### src/rtl/axi_lite_cmd_manager_if.sv
// Command stream, response stream and AXI4-Lite manager bus for axi_lite_cmd_manager.
// The master modport is the manager's view; the slave modport is the far side (source, sink and register block).
interface axi_lite_cmd_manager_if;
   logic [63:0] s_axis_cmd_tdata;
   logic [4:0]  s_axis_cmd_tuser;
   logic        s_axis_cmd_tvalid;
   logic        s_axis_cmd_tready;

   logic [31:0] m_axis_rsp_tdata;
   logic [1:0]  m_axis_rsp_tuser;
   logic        m_axis_rsp_tvalid;
   logic        m_axis_rsp_tready;

   logic [31:0] m_axi_awaddr;
   logic [2:0]  m_axi_awprot;
   logic        m_axi_awvalid;
   logic        m_axi_awready;
   logic [31:0] m_axi_wdata;
   logic [3:0]  m_axi_wstrb;
   logic        m_axi_wvalid;
   logic        m_axi_wready;
   logic [1:0]  m_axi_bresp;
   logic        m_axi_bvalid;
   logic        m_axi_bready;
   logic [31:0] m_axi_araddr;
   logic [2:0]  m_axi_arprot;
   logic        m_axi_arvalid;
   logic        m_axi_arready;
   logic [31:0] m_axi_rdata;
   logic [1:0]  m_axi_rresp;
   logic        m_axi_rvalid;
   logic        m_axi_rready;

   modport master (
      input  s_axis_cmd_tdata, s_axis_cmd_tuser, s_axis_cmd_tvalid,
      output s_axis_cmd_tready,
      output m_axis_rsp_tdata, m_axis_rsp_tuser, m_axis_rsp_tvalid,
      input  m_axis_rsp_tready,
      output m_axi_awaddr, m_axi_awprot, m_axi_awvalid,
      input  m_axi_awready,
      output m_axi_wdata, m_axi_wstrb, m_axi_wvalid,
      input  m_axi_wready,
      input  m_axi_bresp, m_axi_bvalid,
      output m_axi_bready,
      output m_axi_araddr, m_axi_arprot, m_axi_arvalid,
      input  m_axi_arready,
      input  m_axi_rdata, m_axi_rresp, m_axi_rvalid,
      output m_axi_rready
   );

   modport slave (
      output s_axis_cmd_tdata, s_axis_cmd_tuser, s_axis_cmd_tvalid,
      input  s_axis_cmd_tready,
      input  m_axis_rsp_tdata, m_axis_rsp_tuser, m_axis_rsp_tvalid,
      output m_axis_rsp_tready,
      input  m_axi_awaddr, m_axi_awprot, m_axi_awvalid,
      output m_axi_awready,
      input  m_axi_wdata, m_axi_wstrb, m_axi_wvalid,
      output m_axi_wready,
      output m_axi_bresp, m_axi_bvalid,
      input  m_axi_bready,
      input  m_axi_araddr, m_axi_arprot, m_axi_arvalid,
      output m_axi_arready,
      output m_axi_rdata, m_axi_rresp, m_axi_rvalid,
      input  m_axi_rready
   );
endinterface

### src/rtl/axi_lite_cmd_manager.sv
// Turns each command beat into one AXI4-Lite read or write and returns one response beat; command-to-bus and bus-to-response are 1 cycle each.
// One transaction in flight: cmd_tready stays low until the response is consumed; bus valids and rsp_tvalid hold until their handshakes.
module axi_lite_cmd_manager #(
   parameter int unsigned TIMEOUT_CYCLES = 1024
) (
   input  logic                         aclk,
   input  logic                         aresetn,
   axi_lite_cmd_manager_if.master       bus,
   output logic                         busy,
   output logic                         timeout,
   output logic [15:0]                  err_count
);

   typedef enum logic [2:0] {IDLE, WRITE, WRESP, READ, RDATA, RSP} state_t;

   localparam int unsigned   CW      = (TIMEOUT_CYCLES < 2) ? 1 : $clog2(TIMEOUT_CYCLES + 1);
   localparam logic [CW-1:0] TO_LAST = CW'((TIMEOUT_CYCLES == 0) ? 0 : TIMEOUT_CYCLES - 1);

   state_t        state_q, state_d;
   logic          cmd_rdy_q, cmd_rdy_d;
   logic [31:0]   addr_q, addr_d;
   logic [31:0]   wdata_q, wdata_d;
   logic [3:0]    wstrb_q, wstrb_d;
   logic          awvalid_q, awvalid_d;
   logic          wvalid_q, wvalid_d;
   logic          bready_q, bready_d;
   logic          arvalid_q, arvalid_d;
   logic          rready_q, rready_d;
   logic          rsp_vld_q, rsp_vld_d;
   logic [31:0]   rsp_dat_q, rsp_dat_d;
   logic [1:0]    rsp_resp_q, rsp_resp_d;
   logic [15:0]   err_count_q, err_count_d;
   logic [CW-1:0] wait_cnt_q, wait_cnt_d;
   logic          timeout_q, timeout_d;

   logic          aw_done, w_done, err_inc, waiting;

   always_comb begin
      state_d     = state_q;
      addr_d      = addr_q;
      wdata_d     = wdata_q;
      wstrb_d     = wstrb_q;
      awvalid_d   = awvalid_q;
      wvalid_d    = wvalid_q;
      bready_d    = bready_q;
      arvalid_d   = arvalid_q;
      rready_d    = rready_q;
      rsp_vld_d   = rsp_vld_q;
      rsp_dat_d   = rsp_dat_q;
      rsp_resp_d  = rsp_resp_q;
      aw_done     = 1'b0;
      w_done      = 1'b0;
      err_inc     = 1'b0;

      case (state_q)
         IDLE: begin
            if (cmd_rdy_q && bus.s_axis_cmd_tvalid) begin
               addr_d  = {bus.s_axis_cmd_tdata[63:34], 2'b00};
               wdata_d = bus.s_axis_cmd_tdata[31:0];
               wstrb_d = bus.s_axis_cmd_tuser[4:1];
               if (bus.s_axis_cmd_tuser[0]) begin
                  state_d   = READ;
                  arvalid_d = 1'b1;
               end else begin
                  state_d   = WRITE;
                  awvalid_d = 1'b1;
                  wvalid_d  = 1'b1;
               end
            end
         end
         WRITE: begin
            // Each channel is done once its valid has already dropped or handshakes now.
            aw_done = !awvalid_q || bus.m_axi_awready;
            w_done  = !wvalid_q || bus.m_axi_wready;
            if (awvalid_q && bus.m_axi_awready) awvalid_d = 1'b0;
            if (wvalid_q && bus.m_axi_wready)   wvalid_d  = 1'b0;
            if (aw_done && w_done) begin
               state_d  = WRESP;
               bready_d = 1'b1;
            end
         end
         WRESP: begin
            if (bready_q && bus.m_axi_bvalid) begin
               bready_d   = 1'b0;
               rsp_dat_d  = 32'h0;
               rsp_resp_d = bus.m_axi_bresp;
               rsp_vld_d  = 1'b1;
               err_inc    = |bus.m_axi_bresp;
               state_d    = RSP;
            end
         end
         READ: begin
            if (arvalid_q && bus.m_axi_arready) begin
               arvalid_d = 1'b0;
               rready_d  = 1'b1;
               state_d   = RDATA;
            end
         end
         RDATA: begin
            if (rready_q && bus.m_axi_rvalid) begin
               rready_d   = 1'b0;
               rsp_dat_d  = bus.m_axi_rdata;
               rsp_resp_d = bus.m_axi_rresp;
               rsp_vld_d  = 1'b1;
               err_inc    = |bus.m_axi_rresp;
               state_d    = RSP;
            end
         end
         RSP: begin
            if (bus.m_axis_rsp_tready) begin
               rsp_vld_d = 1'b0;
               state_d   = IDLE;
            end
         end
         default: state_d = IDLE;
      endcase

      cmd_rdy_d   = (state_d == IDLE);
      err_count_d = (err_inc && (err_count_q != 16'hFFFF)) ? err_count_q + 16'd1 : err_count_q;

      // The wait counter measures time spent in one bus-wait state only.
      waiting = (state_q == WRITE) || (state_q == WRESP) || (state_q == READ) || (state_q == RDATA);
      if (state_d != state_q)
         wait_cnt_d = '0;
      else if (waiting && (wait_cnt_q != '1))
         wait_cnt_d = wait_cnt_q + CW'(1);
      else
         wait_cnt_d = wait_cnt_q;
      timeout_d = timeout_q || ((TIMEOUT_CYCLES != 0) && waiting && (wait_cnt_q == TO_LAST));
   end

   always_ff @(posedge aclk or negedge aresetn) begin
      if (!aresetn) begin
         state_q     <= IDLE;
         cmd_rdy_q   <= 1'b0;
         addr_q      <= 32'h0;
         wdata_q     <= 32'h0;
         wstrb_q     <= 4'h0;
         awvalid_q   <= 1'b0;
         wvalid_q    <= 1'b0;
         bready_q    <= 1'b0;
         arvalid_q   <= 1'b0;
         rready_q    <= 1'b0;
         rsp_vld_q   <= 1'b0;
         rsp_dat_q   <= 32'h0;
         rsp_resp_q  <= 2'b00;
         err_count_q <= 16'h0;
         wait_cnt_q  <= '0;
         timeout_q   <= 1'b0;
      end else begin
         state_q     <= state_d;
         cmd_rdy_q   <= cmd_rdy_d;
         addr_q      <= addr_d;
         wdata_q     <= wdata_d;
         wstrb_q     <= wstrb_d;
         awvalid_q   <= awvalid_d;
         wvalid_q    <= wvalid_d;
         bready_q    <= bready_d;
         arvalid_q   <= arvalid_d;
         rready_q    <= rready_d;
         rsp_vld_q   <= rsp_vld_d;
         rsp_dat_q   <= rsp_dat_d;
         rsp_resp_q  <= rsp_resp_d;
         err_count_q <= err_count_d;
         wait_cnt_q  <= wait_cnt_d;
         timeout_q   <= timeout_d;
      end
   end

   assign bus.s_axis_cmd_tready = cmd_rdy_q;
   assign bus.m_axis_rsp_tdata  = rsp_dat_q;
   assign bus.m_axis_rsp_tuser  = rsp_resp_q;
   assign bus.m_axis_rsp_tvalid = rsp_vld_q;
   assign bus.m_axi_awaddr      = addr_q;
   assign bus.m_axi_awprot      = 3'b000;
   assign bus.m_axi_awvalid     = awvalid_q;
   assign bus.m_axi_wdata       = wdata_q;
   assign bus.m_axi_wstrb       = wstrb_q;
   assign bus.m_axi_wvalid      = wvalid_q;
   assign bus.m_axi_bready      = bready_q;
   assign bus.m_axi_araddr      = addr_q;
   assign bus.m_axi_arprot      = 3'b000;
   assign bus.m_axi_arvalid     = arvalid_q;
   assign bus.m_axi_rready      = rready_q;

   assign busy      = (state_q != IDLE);
   assign timeout   = timeout_q;
   assign err_count = err_count_q;

endmodule

### src/flat_wrapper.sv
// flat-port wrapper written by rule: the top's interface ports become plain ports
module axi_lite_cmd_manager_flat 
#(
   parameter int unsigned TIMEOUT_CYCLES = 1024
)
  (aclk, aresetn, busy, timeout, err_count, bus_s_axis_cmd_tdata, bus_s_axis_cmd_tuser, bus_s_axis_cmd_tvalid, bus_s_axis_cmd_tready, bus_m_axis_rsp_tdata, bus_m_axis_rsp_tuser, bus_m_axis_rsp_tvalid, bus_m_axis_rsp_tready, bus_m_axi_awaddr, bus_m_axi_awprot, bus_m_axi_awvalid, bus_m_axi_awready, bus_m_axi_wdata, bus_m_axi_wstrb, bus_m_axi_wvalid, bus_m_axi_wready, bus_m_axi_bresp, bus_m_axi_bvalid, bus_m_axi_bready, bus_m_axi_araddr, bus_m_axi_arprot, bus_m_axi_arvalid, bus_m_axi_arready, bus_m_axi_rdata, bus_m_axi_rresp, bus_m_axi_rvalid, bus_m_axi_rready);
  axi_lite_cmd_manager_if bus_i ();
  input  logic aclk;
  input  logic aresetn;
  output logic busy;
  output logic timeout;
  output logic [15:0] err_count;
  input wire logic [$bits(bus_i.s_axis_cmd_tdata)-1:0] bus_s_axis_cmd_tdata;
  input wire logic [$bits(bus_i.s_axis_cmd_tuser)-1:0] bus_s_axis_cmd_tuser;
  input wire logic [$bits(bus_i.s_axis_cmd_tvalid)-1:0] bus_s_axis_cmd_tvalid;
  output wire logic [$bits(bus_i.s_axis_cmd_tready)-1:0] bus_s_axis_cmd_tready;
  output wire logic [$bits(bus_i.m_axis_rsp_tdata)-1:0] bus_m_axis_rsp_tdata;
  output wire logic [$bits(bus_i.m_axis_rsp_tuser)-1:0] bus_m_axis_rsp_tuser;
  output wire logic [$bits(bus_i.m_axis_rsp_tvalid)-1:0] bus_m_axis_rsp_tvalid;
  input wire logic [$bits(bus_i.m_axis_rsp_tready)-1:0] bus_m_axis_rsp_tready;
  output wire logic [$bits(bus_i.m_axi_awaddr)-1:0] bus_m_axi_awaddr;
  output wire logic [$bits(bus_i.m_axi_awprot)-1:0] bus_m_axi_awprot;
  output wire logic [$bits(bus_i.m_axi_awvalid)-1:0] bus_m_axi_awvalid;
  input wire logic [$bits(bus_i.m_axi_awready)-1:0] bus_m_axi_awready;
  output wire logic [$bits(bus_i.m_axi_wdata)-1:0] bus_m_axi_wdata;
  output wire logic [$bits(bus_i.m_axi_wstrb)-1:0] bus_m_axi_wstrb;
  output wire logic [$bits(bus_i.m_axi_wvalid)-1:0] bus_m_axi_wvalid;
  input wire logic [$bits(bus_i.m_axi_wready)-1:0] bus_m_axi_wready;
  input wire logic [$bits(bus_i.m_axi_bresp)-1:0] bus_m_axi_bresp;
  input wire logic [$bits(bus_i.m_axi_bvalid)-1:0] bus_m_axi_bvalid;
  output wire logic [$bits(bus_i.m_axi_bready)-1:0] bus_m_axi_bready;
  output wire logic [$bits(bus_i.m_axi_araddr)-1:0] bus_m_axi_araddr;
  output wire logic [$bits(bus_i.m_axi_arprot)-1:0] bus_m_axi_arprot;
  output wire logic [$bits(bus_i.m_axi_arvalid)-1:0] bus_m_axi_arvalid;
  input wire logic [$bits(bus_i.m_axi_arready)-1:0] bus_m_axi_arready;
  input wire logic [$bits(bus_i.m_axi_rdata)-1:0] bus_m_axi_rdata;
  input wire logic [$bits(bus_i.m_axi_rresp)-1:0] bus_m_axi_rresp;
  input wire logic [$bits(bus_i.m_axi_rvalid)-1:0] bus_m_axi_rvalid;
  output wire logic [$bits(bus_i.m_axi_rready)-1:0] bus_m_axi_rready;
  assign bus_i.s_axis_cmd_tdata = bus_s_axis_cmd_tdata;
  assign bus_i.s_axis_cmd_tuser = bus_s_axis_cmd_tuser;
  assign bus_i.s_axis_cmd_tvalid = bus_s_axis_cmd_tvalid;
  assign bus_s_axis_cmd_tready = bus_i.s_axis_cmd_tready;
  assign bus_m_axis_rsp_tdata = bus_i.m_axis_rsp_tdata;
  assign bus_m_axis_rsp_tuser = bus_i.m_axis_rsp_tuser;
  assign bus_m_axis_rsp_tvalid = bus_i.m_axis_rsp_tvalid;
  assign bus_i.m_axis_rsp_tready = bus_m_axis_rsp_tready;
  assign bus_m_axi_awaddr = bus_i.m_axi_awaddr;
  assign bus_m_axi_awprot = bus_i.m_axi_awprot;
  assign bus_m_axi_awvalid = bus_i.m_axi_awvalid;
  assign bus_i.m_axi_awready = bus_m_axi_awready;
  assign bus_m_axi_wdata = bus_i.m_axi_wdata;
  assign bus_m_axi_wstrb = bus_i.m_axi_wstrb;
  assign bus_m_axi_wvalid = bus_i.m_axi_wvalid;
  assign bus_i.m_axi_wready = bus_m_axi_wready;
  assign bus_i.m_axi_bresp = bus_m_axi_bresp;
  assign bus_i.m_axi_bvalid = bus_m_axi_bvalid;
  assign bus_m_axi_bready = bus_i.m_axi_bready;
  assign bus_m_axi_araddr = bus_i.m_axi_araddr;
  assign bus_m_axi_arprot = bus_i.m_axi_arprot;
  assign bus_m_axi_arvalid = bus_i.m_axi_arvalid;
  assign bus_i.m_axi_arready = bus_m_axi_arready;
  assign bus_i.m_axi_rdata = bus_m_axi_rdata;
  assign bus_i.m_axi_rresp = bus_m_axi_rresp;
  assign bus_i.m_axi_rvalid = bus_m_axi_rvalid;
  assign bus_m_axi_rready = bus_i.m_axi_rready;
  axi_lite_cmd_manager #(.TIMEOUT_CYCLES(TIMEOUT_CYCLES)) u_core (.aclk(aclk), .aresetn(aresetn), .bus(bus_i), .busy(busy), .timeout(timeout), .err_count(err_count));
endmodule
### config.mk
export PLATFORM = sky130hd
export DESIGN_NAME = axi_lite_cmd_manager_flat
export DESIGN_NICKNAME = d
export VERILOG_FILES = /design/src/rtl/axi_lite_cmd_manager_if.sv /design/src/rtl/axi_lite_cmd_manager.sv /design/src/flat_wrapper.sv
export SDC_FILE = /design/constraint.sdc
export NUM_CORES = 1
export LEC_CHECK = 0
export BUFFER_PORTS_ARGS = -buffer_cell sky130_fd_sc_hd__buf_4
export CAP_MARGIN = 20
export CORE_MARGIN = 2
export CORE_UTILIZATION = 52
export CTS_BUF_LIST = sky130_fd_sc_hd__clkbuf_4
export DETAILED_ROUTE_END_ITERATION = 8
export GPL_TIMING_DRIVEN = 1
export PLACE_DENSITY = 0.88
export SLEW_MARGIN = 20
export SYNTH_ARGS = -nofsm -noshare
export SYNTH_HDL_FRONTEND = slang
export SYNTH_SLANG_ARGS = --single-unit
### constraint.sdc
create_clock -name aclk -period 4.5 [get_ports aclk]
set_input_delay 1.125 -clock aclk [delete_from_list [all_inputs] [get_ports aclk]]
set_output_delay 1.125 -clock aclk [all_outputs]
set_load 0.03 [all_outputs]
== After elaboration in Yosys (flattened, before gate mapping) ==
Cells that the tools add are included.

* Register bits after elaboration: 138
* Input bits: 114
* Output and inout port bits: 165
* Word-level logic and storage cells: 114

* Add/subtract/negate cells: 2
* Equal/unequal tests: 19
* Multiplexer cells: 39
* Reductions and logical operators: 38

{| class="wikitable"
|+ Operator list
! cell !! count
|-
| two-way mux 32 bit || 2
|-
| one-hot mux 32 bit (2 select lines) || 1
|-
| two-way mux 11 bit || 2
|-
| two-way mux 3 bit || 6
|-
| one-hot mux 3 bit (6 select lines) || 1
|-
| adder 16 x 1 -> 16 bit, second input constant || 1
|-
| two-way mux 1 bit || 16
|-
| != test 16 bit, second input constant || 1
|-
| AND reduction 4 bit || 4
|-
| != test 2 x 1 -> 1 bit, second input constant || 7
|-
| one-hot mux 1 bit (2 select lines) || 6
|-
| nonzero test 2 bit || 6
|-
| adder 11 x 1 -> 11 bit, second input constant || 1
|-
| == test 11 x 10 -> 1 bit, second input constant || 1
|-
| != test 11 bit, second input constant || 1
|-
| logical AND 1 bit || 10
|-
| AND reduction 3 bit || 3
|-
| == test 3 x 2 -> 1 bit, second input constant || 2
|-
| == test 3 bit, second input constant || 2
|-
| zero test 3 bit || 2
|-
| logical OR 1 bit || 6
|-
| two-way mux 2 bit || 3
|-
| != test 2 bit, second input constant || 3
|-
| nonzero test 3 bit || 2
|-
| 7 further kinds || 9
|}

== Longest topological paths before layout ==
Gate-level depths: netlist of run 1.

* Word-level depth: 7
* Mapped depth: 8
* Gate-level depth less buffers: 6

== Worst setup path before layout of run 1 ==
No wires, ideal clock.

* Kind: input to register
* Start point: in bus_m_axi_rvalid
* End point: reg u_core.err_count_q[14], in the netlist u_core.err_count[14]
* Library setup time: 0.133 ns
* Data arrival time: 2.470 ns
* Data required time: 4.367 ns
* Slack: 1.896 ns
* Cell stages on the path: 5
* Path buffers: 0
* Cells stage by stage: nand3_1 or4_4 a32o_2 or3_1 xnor2_1

* Cells in the longest elaborated chain, start to end: 4

{| class="wikitable"
|+ Ends and longest elaborated chain
! element !! RTL line !! text
|-
| start: declaration || flat_wrapper.sv:38 || <nowiki>input wire logic [$bits(bus_i.m_axi_rvalid)-1:0] bus_m_axi_rvalid;</nowiki>
|-
| logical AND 1 bit || axi_lite_cmd_manager.sv:100 || <nowiki>if (rready_q && bus.m_axi_rvalid) begin</nowiki>
|-
| two-way mux 1 bit || axi_lite_cmd_manager.sv:100 ||
|-
| one-hot mux 1 bit (2 select lines) || axi_lite_cmd_manager.sv:55 || <nowiki>case (state_q)</nowiki>
|-
| logical AND 1 bit || axi_lite_cmd_manager.sv:119 || <nowiki>err_count_d = (err_inc && (err_count_q != 16'hFFFF)) ? err_count_q + 16'd1 : err_count_q;</nowiki>
|-
| end signal: assignment || axi_lite_cmd_manager.sv:164 || <nowiki>err_count_q <= err_count_d;</nowiki>
|-
| end: declaration || axi_lite_cmd_manager.sv:32 || <nowiki>logic [15:0] err_count_q, err_count_d;</nowiki>
|}

Every way passes these cells.
A chain may end at the register's enable or synchronous reset.

== Worst setup path after layout of run 1 ==
* Start point: reg u_core.state_q[1]
* End point: out busy

* Cells in the longest elaborated chain, start to end: 1

{| class="wikitable"
|+ Ends and longest elaborated chain
! element !! RTL line !! text
|-
| start: declaration || axi_lite_cmd_manager.sv:19 || <nowiki>state_t state_q, state_d;</nowiki>
|-
| start signal: assignment || axi_lite_cmd_manager.sv:151 || <nowiki>state_q <= state_d;</nowiki>
|-
| nonzero test 3 bit || axi_lite_cmd_manager.sv:186 || <nowiki>assign busy = (state_q != IDLE);</nowiki>
|-
| end: declaration || flat_wrapper.sv:10 || <nowiki>output logic busy;</nowiki>
|}

Every way passes these cells.

==> flow_metrics.env, run 1 <==
export IMPL_status="complete, no violations"
export IMPL_finalNonFillerCells=997
export IMPL_vias=5148
export IMPL_avgSynthCellArea_um2=9.67
export IMPL_use_met3=0.0776
export IMPL_synth_area_leader_cell="dfrtp_1"
export IMPL_yosys_top_cells_count="nand2_1, dfrtp_1, buf_4"
export IMPL_arrival_ns=2.10
export IMPL_hold_violations=0
export IMPL_grt_pass1_vias=5170
export IMPL_initial_core_util=0.539
export IMPL_fp_row_count=38
export IMPL_gr_total_overflow=0
export IMPL_clkSlewWorstSetupHoldPaths_ns=0.11
export IMPL_required_ns=3.38
export IMPL_cts_setup_buffers=0
export IMPL_critPathKind="reg2out"
export IMPL_area_delta_synth_final_pct=35.4
export IMPL_fin_crit_sh=0.717
export IMPL_fin_nets=960
export IMPL_path_max_fanout=20
export IMPL_tritoncts="built"
export IMPL_cts_root_buffer="clkbuf_4"
export IMPL_drive_gt1_frac=0.357
export IMPL_dieArea_um2=12300
export IMPL_ys_types=38
export IMPL_hold_path_class="reg2reg"
export IMPL_place_ws_ns=1.69
export IMPL_p_leak_nw=4.32
export IMPL_grt_max_degree=115
export IMPL_synth_edff_count=0
export IMPL_endpoint_kind="output port"
export IMPL_yosysMostFrequentCell="nand2_1"
export IMPL_clkSinkCount=138
export IMPL_use_met1=0.289
export IMPL_yosysWarnings=0
export IMPL_grt_first_pass_wirelength_um=25100
export IMPL_worst_slack_ns=1.27
export IMPL_synth_top_area_frac=0.583
export IMPL_finalMaxSlewViolations=0
export IMPL_synthCells=612
export IMPL_wirelength_um=15300
export IMPL_peakVddDrop_v=0.000484
export IMPL_clock_latency_ns=0.50
export IMPL_power_density_nw_per_um2=712
export IMPL_cts_resized=0
export IMPL_die_y_um=111
export IMPL_worst_slew_pin_slew_ns=0.970
export IMPL_synth_seq_cells=138
export IMPL_dr_pass1_iters=5
export IMPL_ant_nets=0
export IMPL_period_minus_slack_ns=3.23
export IMPL_drt_initial_drc_count=292
export IMPL_numCtsBuffers=17
export IMPL_drc=0
export IMPL_fmax_mhz=310
export IMPL_ctsHoldBuffers=0
export IMPL_async_flop_share=1.00
export IMPL_coreArea_um2=11000
export IMPL_setup_tns_final_ns=0
export IMPL_portBuffers=266
export IMPL_setup_viol=0
export IMPL_routedWlPerCell_um=15.3
export IMPL_grt_total_usage=0.253
export IMPL_syn_area_um2=5920
export IMPL_dpl_cell_count=965
export IMPL_slew_headroom=0.353
export IMPL_grt_busiest_layer="met2"
export IMPL_seq_area_frac_synth=0.583
export IMPL_antenna_found_initial=1
export IMPL_clock_skew_ns=0.0157
export IMPL_dpl_hpwl_um=11400
export IMPL_gp_congestion=0.843
export IMPL_die_w_um=111
export IMPL_rsz0062_at_grt="false"
export IMPL_synthTopCellsByArea="dfrtp_1, nand2_1, buf_4"
export IMPL_avgViaCountPerCell=5.16
export IMPL_worst_setup_path_start_kind="flip-flop"
export IMPL_synthFlopType="dfrtp_1"
export IMPL_fin_util=0.730
export IMPL_grt_use_met2=0.441
export IMPL_clockBufferDepth=2
export IMPL_cts_htree_levels=4
export IMPL_drv_cap=0
export IMPL_ios=279
## per-layer routing
layer | vias to the layer above | routed length (µm) | share of wire
met2 | 244 | 7880 | 0.51
met4 | 0 | 388 | 0.025
met5 | - | 0 | 0
met3 | 28 | 1110 | 0.073
met1 | 2434 | 5920 | 0.39
li1 | 2442 | - | -
## where the power goes
part	internal, mW	leakage, nW	switching, mW	total (mW)
sequential	1.68	1.79	0.359	2.04
combinational	1.06	2.41	1.91	2.97
clock	0.262	0.120	0.435	0.697
total	3.00	4.32	2.70	5.71
## final timing paths
path / from / end / slack, ns / cells after the start
worst max-delay path: u_core.state_q[1] / busy / 1.27 / 3
worst min-delay path: u_core.bus.m_axi_wdata[9] / u_core.bus.m_axi_wdata[9] / 0.49 / 2
worst max register to register: u_core.state_q[1] / u_core.wait_cnt_q[8] / 1.77 / 6
worst min register to register: u_core.bus.m_axi_wdata[9] / u_core.bus.m_axi_wdata[9] / 0.49 / 2
max in group asynchronous: aresetn / u_core.bus.m_axi_araddr[7] / 2.87 / 2
min in group asynchronous: aresetn / u_core.bus.m_axis_rsp_tdata[14] / 0.72 / 1
## registers in the layout, indices dropped and copies added (netlist names), 2 cells and up
name                         cells
u_core.bus.m_axi_wdata          32
u_core.bus.m_axis_rsp_tdata     32
u_core.bus.m_axi_araddr         30
u_core.err_count                16
u_core.wait_cnt_q               11
u_core.bus.m_axi_wstrb           4
u_core.state_q                   3
u_core.bus.m_axis_rsp_tuser      2
## logic make-up after synthesis
kind of cell,count (synthesis),synth area share
AND/OR/NAND/NOR,306,0.215
buffers and inverters,73,0.0731
AO/OA/AOI/OAI,66,0.0847
XOR/XNOR,22,0.0325
adder cells (fa/ha/maj),2,0.00423
other,1,0.000633
multiplexers,4,0.00676
flip-flops,138,0.583
## cell usage in the layout (no fill, tap or decap), types with 2 or more instances in the layout
cell and count:
and3_1 5, clkbuf_4 17, nor2_1 22, and2_1 2
o2111ai_1 2, nor3b_1 3, inv_1 7, xnor2_1 18
nand4b_1 2, ha_1 2, nor3_1 13, a21oi_1 2
clkinv_2 5, clkinv_1 2, a211oi_1 2, nand3_1 20
nand2_1 222, dfrtp_1 138, a22o_1 33, mux2i_1 4
buf_4 269, conb_1 10, nor4_1 2, o21ai_0 18
nand4_1 7, clkinvlp_4 5, xor2_1 4
## layout make-up
| class | count | area [µm²] |
|---|---|---|
| antenna | 1 | 2.50 |
| clock buffer | 17 | 128 |
| clock inverter | 14 | 109 |
| fill | 789 | 2970 |
| inverter | 7 | 26.3 |
| multi-input combinational | 410 | 2090 |
| sequential | 138 | 3450 |
| tap | 140 | 175 |
| timing repair buffer | 270 | 2030 |
## metrics by stage
step	instance area (µm²)	hold slack, ns	total power [mW]
floorplan	5950	0.450	3.98
global placement	7770	0.461	4.95
detailed placement	7770	0.464	5.04
CTS	8010	0.490	5.75
global route	8020	0.511	6.03
finish	8020	0.486	5.71
## worst max-delay path, stage by stage (launching register included)
cell     delay (ns)
dfrtp_1        0.62
nor3_1         0.52
inv_1          0.24
buf_4          0.24
No activity file was read; power rests on OpenSTA's default activity.
==> inputs of run 2 (changes only) <==
CORE_UTILIZATION = 48   (was 52)
PLACE_DENSITY = 0.82   (was 0.88)
clock period = 3.3 ns   (was 4.5 ns; I/O delays follow)
==> flow_metrics.env, run 2 (synthesis gave the netlist of run 1 again) <==
export IMPL_status="complete, no violations"
export IMPL_r2r_slack_ns=0.91
export IMPL_share_clk_of_total_power=0.147
export IMPL_tritoncts="built"
export IMPL_routedWlPerCell_um=14.7
export IMPL_numCtsBuffers=17
export IMPL_dpl_hpwl_um=11200
export IMPL_seqCellArea_um2=3450
export IMPL_grt_pass1_vias=4914
export IMPL_die_y_um=115
export IMPL_p_comb_frac=0.506
export IMPL_grt_first_pass_wirelength_um=23200
export IMPL_multi_input_area_um2=2090
export IMPL_regToRegEndpoint="u_core.bus.m_axi_wdata[22]"
export IMPL_clkSinkCount=138
export IMPL_critPathKind="reg2out"
export IMPL_fmax_mhz=343
export IMPL_drt_initial_drc_count=293
export IMPL_r2r_start="u_core.state_q[1]"
export IMPL_antenna_found_initial=1
export IMPL_slew_headroom=0.431
export IMPL_avgViaCountPerCell=5.07
export IMPL_cts_setup_buffers=0
export IMPL_dieArea_um2=13200
export IMPL_final_common_cell="buf_4"
export IMPL_switching_power_mw=3.67
export IMPL_setup_viol=0
export IMPL_gr_total_overflow=0
export IMPL_drive_gt1_frac=0.359
export IMPL_fp_row_count=40
export IMPL_startpoint="u_core.state_q[1]"
export IMPL_p_int_mw=4.36
export IMPL_initial_core_util=0.493
export IMPL_ant_nets=0
export IMPL_cts_resized=0
export IMPL_wirelength_um=14900
export IMPL_swShare=0.457
export IMPL_p_leak_nw=4.39
export IMPL_grt_total_usage=0.224
export IMPL_clock_skew_ns=0.0103
export IMPL_fin_nets=964
export IMPL_endpoint_kind="output port"
export IMPL_ios=279
export IMPL_cts_htree_levels=4
export IMPL_max_stage_delay_ns=0.61
export IMPL_ctsHoldBuffers=0
export IMPL_reg2regPathDepth=6
export IMPL_drc=0
export IMPL_dr_pass1_iters=4
export IMPL_power_density_nw_per_um2=986
export IMPL_cp_top_family="flip-flops"
export IMPL_required_ns=2.47
export IMPL_hold_path_class="in2async"
export IMPL_hold_violations=0
export IMPL_die_w_um=115
export IMPL_clockBufferDepth=2
export IMPL_fin_crit_sh=0.883
export IMPL_arrival_ns=2.09
export IMPL_finalMaxSlewViolations=0
export IMPL_worst_slew_pin_slew_ns=0.847
export IMPL_fillCellCount=945
export IMPL_portBuffers=266
export IMPL_period_minus_slack_ns=2.91
export IMPL_clkSlewWorstSetupHoldPaths_ns=0.12
export IMPL_rsz0062_at_grt="false"
export IMPL_coreArea_um2=12000
export IMPL_crit_buf_inv=2
export IMPL_setup_tns_final_ns=0
export IMPL_gp_congestion=0.844
export IMPL_vias=5115
export IMPL_worst_setup_path_start_kind="flip-flop"
export IMPL_area_delta_synth_final_pct=37.5
export IMPL_grt_max_degree=69
export IMPL_path_max_fanout=20
export IMPL_critical_path_cell_chain="nor3_1, inv_1, buf_4"
export IMPL_final_cell_mix="buf_4, nand2_1, dfrtp_1, a22o_1, nor2_1"
export IMPL_crit_path_top_delay_cell="dfrtp_1"
export IMPL_cts_root_buffer="clkbuf_4"
export IMPL_crit_path_end="busy"
export IMPL_clock_latency_ns=0.52
export IMPL_fin_util=0.678
export IMPL_p_seq_frac=0.347
export IMPL_crit_cells=3
export IMPL_peakVddDrop_v=0.000673
export IMPL_drv_cap=0
## run 2: cell types whose count changed in the layout (fill, tap and decap cells not counted), moves of 2 or more
| cell | delta |
|---|---|
| buf_4 | +3 |
| bufinv_16 | +3 |
| clkinvlp_4 | -3 |
| clkinv_2 | -2 |
## run 2: stage by stage
step / total power, mW / area (µm²) / cells / worst slack, ns / hold WS [ns]
5_1_grt: 8.49 / 8140 / 1009 / 0.229 / 0.171
3_5_place_dp: 6.91 / 7820 / 976 / 0.805 / 0.464
4_1_cts: 8.10 / 8140 / 1008 / 0.361 / 0.163
2_1_floorplan: 5.43 / 5950 / 621 / 0.996 / 0.450
3_3_place_gp: 6.79 / 7820 / 976 / 0.843 / 0.461
6_report: 8.03 / 8140 / 1009 / 0.386 / 0.194
## run 2: per-layer routing
layer | vias up | GRT usage | routed length (µm)
li1 | 2453 | - | -
met1 | 2411 | 0.260 | 5870
met2 | 223 | 0.385 | 7450
met3 | 28 | 0.0680 | 1180
met4 | 0 | 0.0948 | 367
met5 | - | 0 | 0
## run 2: worst min-delay path by stage
stage,end,startpoint,slack [ns]
4_1_cts,u_core.bus.m_axis_rsp_tdata[14],aresetn,0.16
6_report,u_core.bus.m_axis_rsp_tdata[3],aresetn,0.19
5_1_grt,u_core.bus.m_axis_rsp_tdata[23],aresetn,0.17
3_3_place_gp,u_core.bus.m_axi_wdata[27],u_core.bus.m_axi_wdata[27],0.46
2_1_floorplan,u_core.timeout,u_core.wait_cnt_q[10],0.45
3_5_place_dp,u_core.bus.m_axi_wdata[23],u_core.bus.m_axi_wdata[23],0.46
## run 2: power by group through the flow
| stage | combinational (mW) | clock, mW | sequential, mW |
|---|---|---|---|
| 2_1_floorplan | 1.60 | 0 | 3.83 |
| 3_3_place_gp | 4.02 | 0 | 2.77 |
| 3_5_place_dp | 4.10 | 0 | 2.81 |
| 4_1_cts | 4.10 | 1.22 | 2.78 |
| 5_1_grt | 4.33 | 1.30 | 2.86 |
| 6_report | 4.06 | 1.18 | 2.78 |
## run 2: area by class of cell
cell class                 count  area share
antenna                        1    0.000307
clock buffer                  18      0.0166
clock inverter                14      0.0220
inverter                       7     0.00323
multi-input combinational    410       0.256
sequential                   138       0.424
tap                          147      0.0226
timing repair buffer         274       0.255
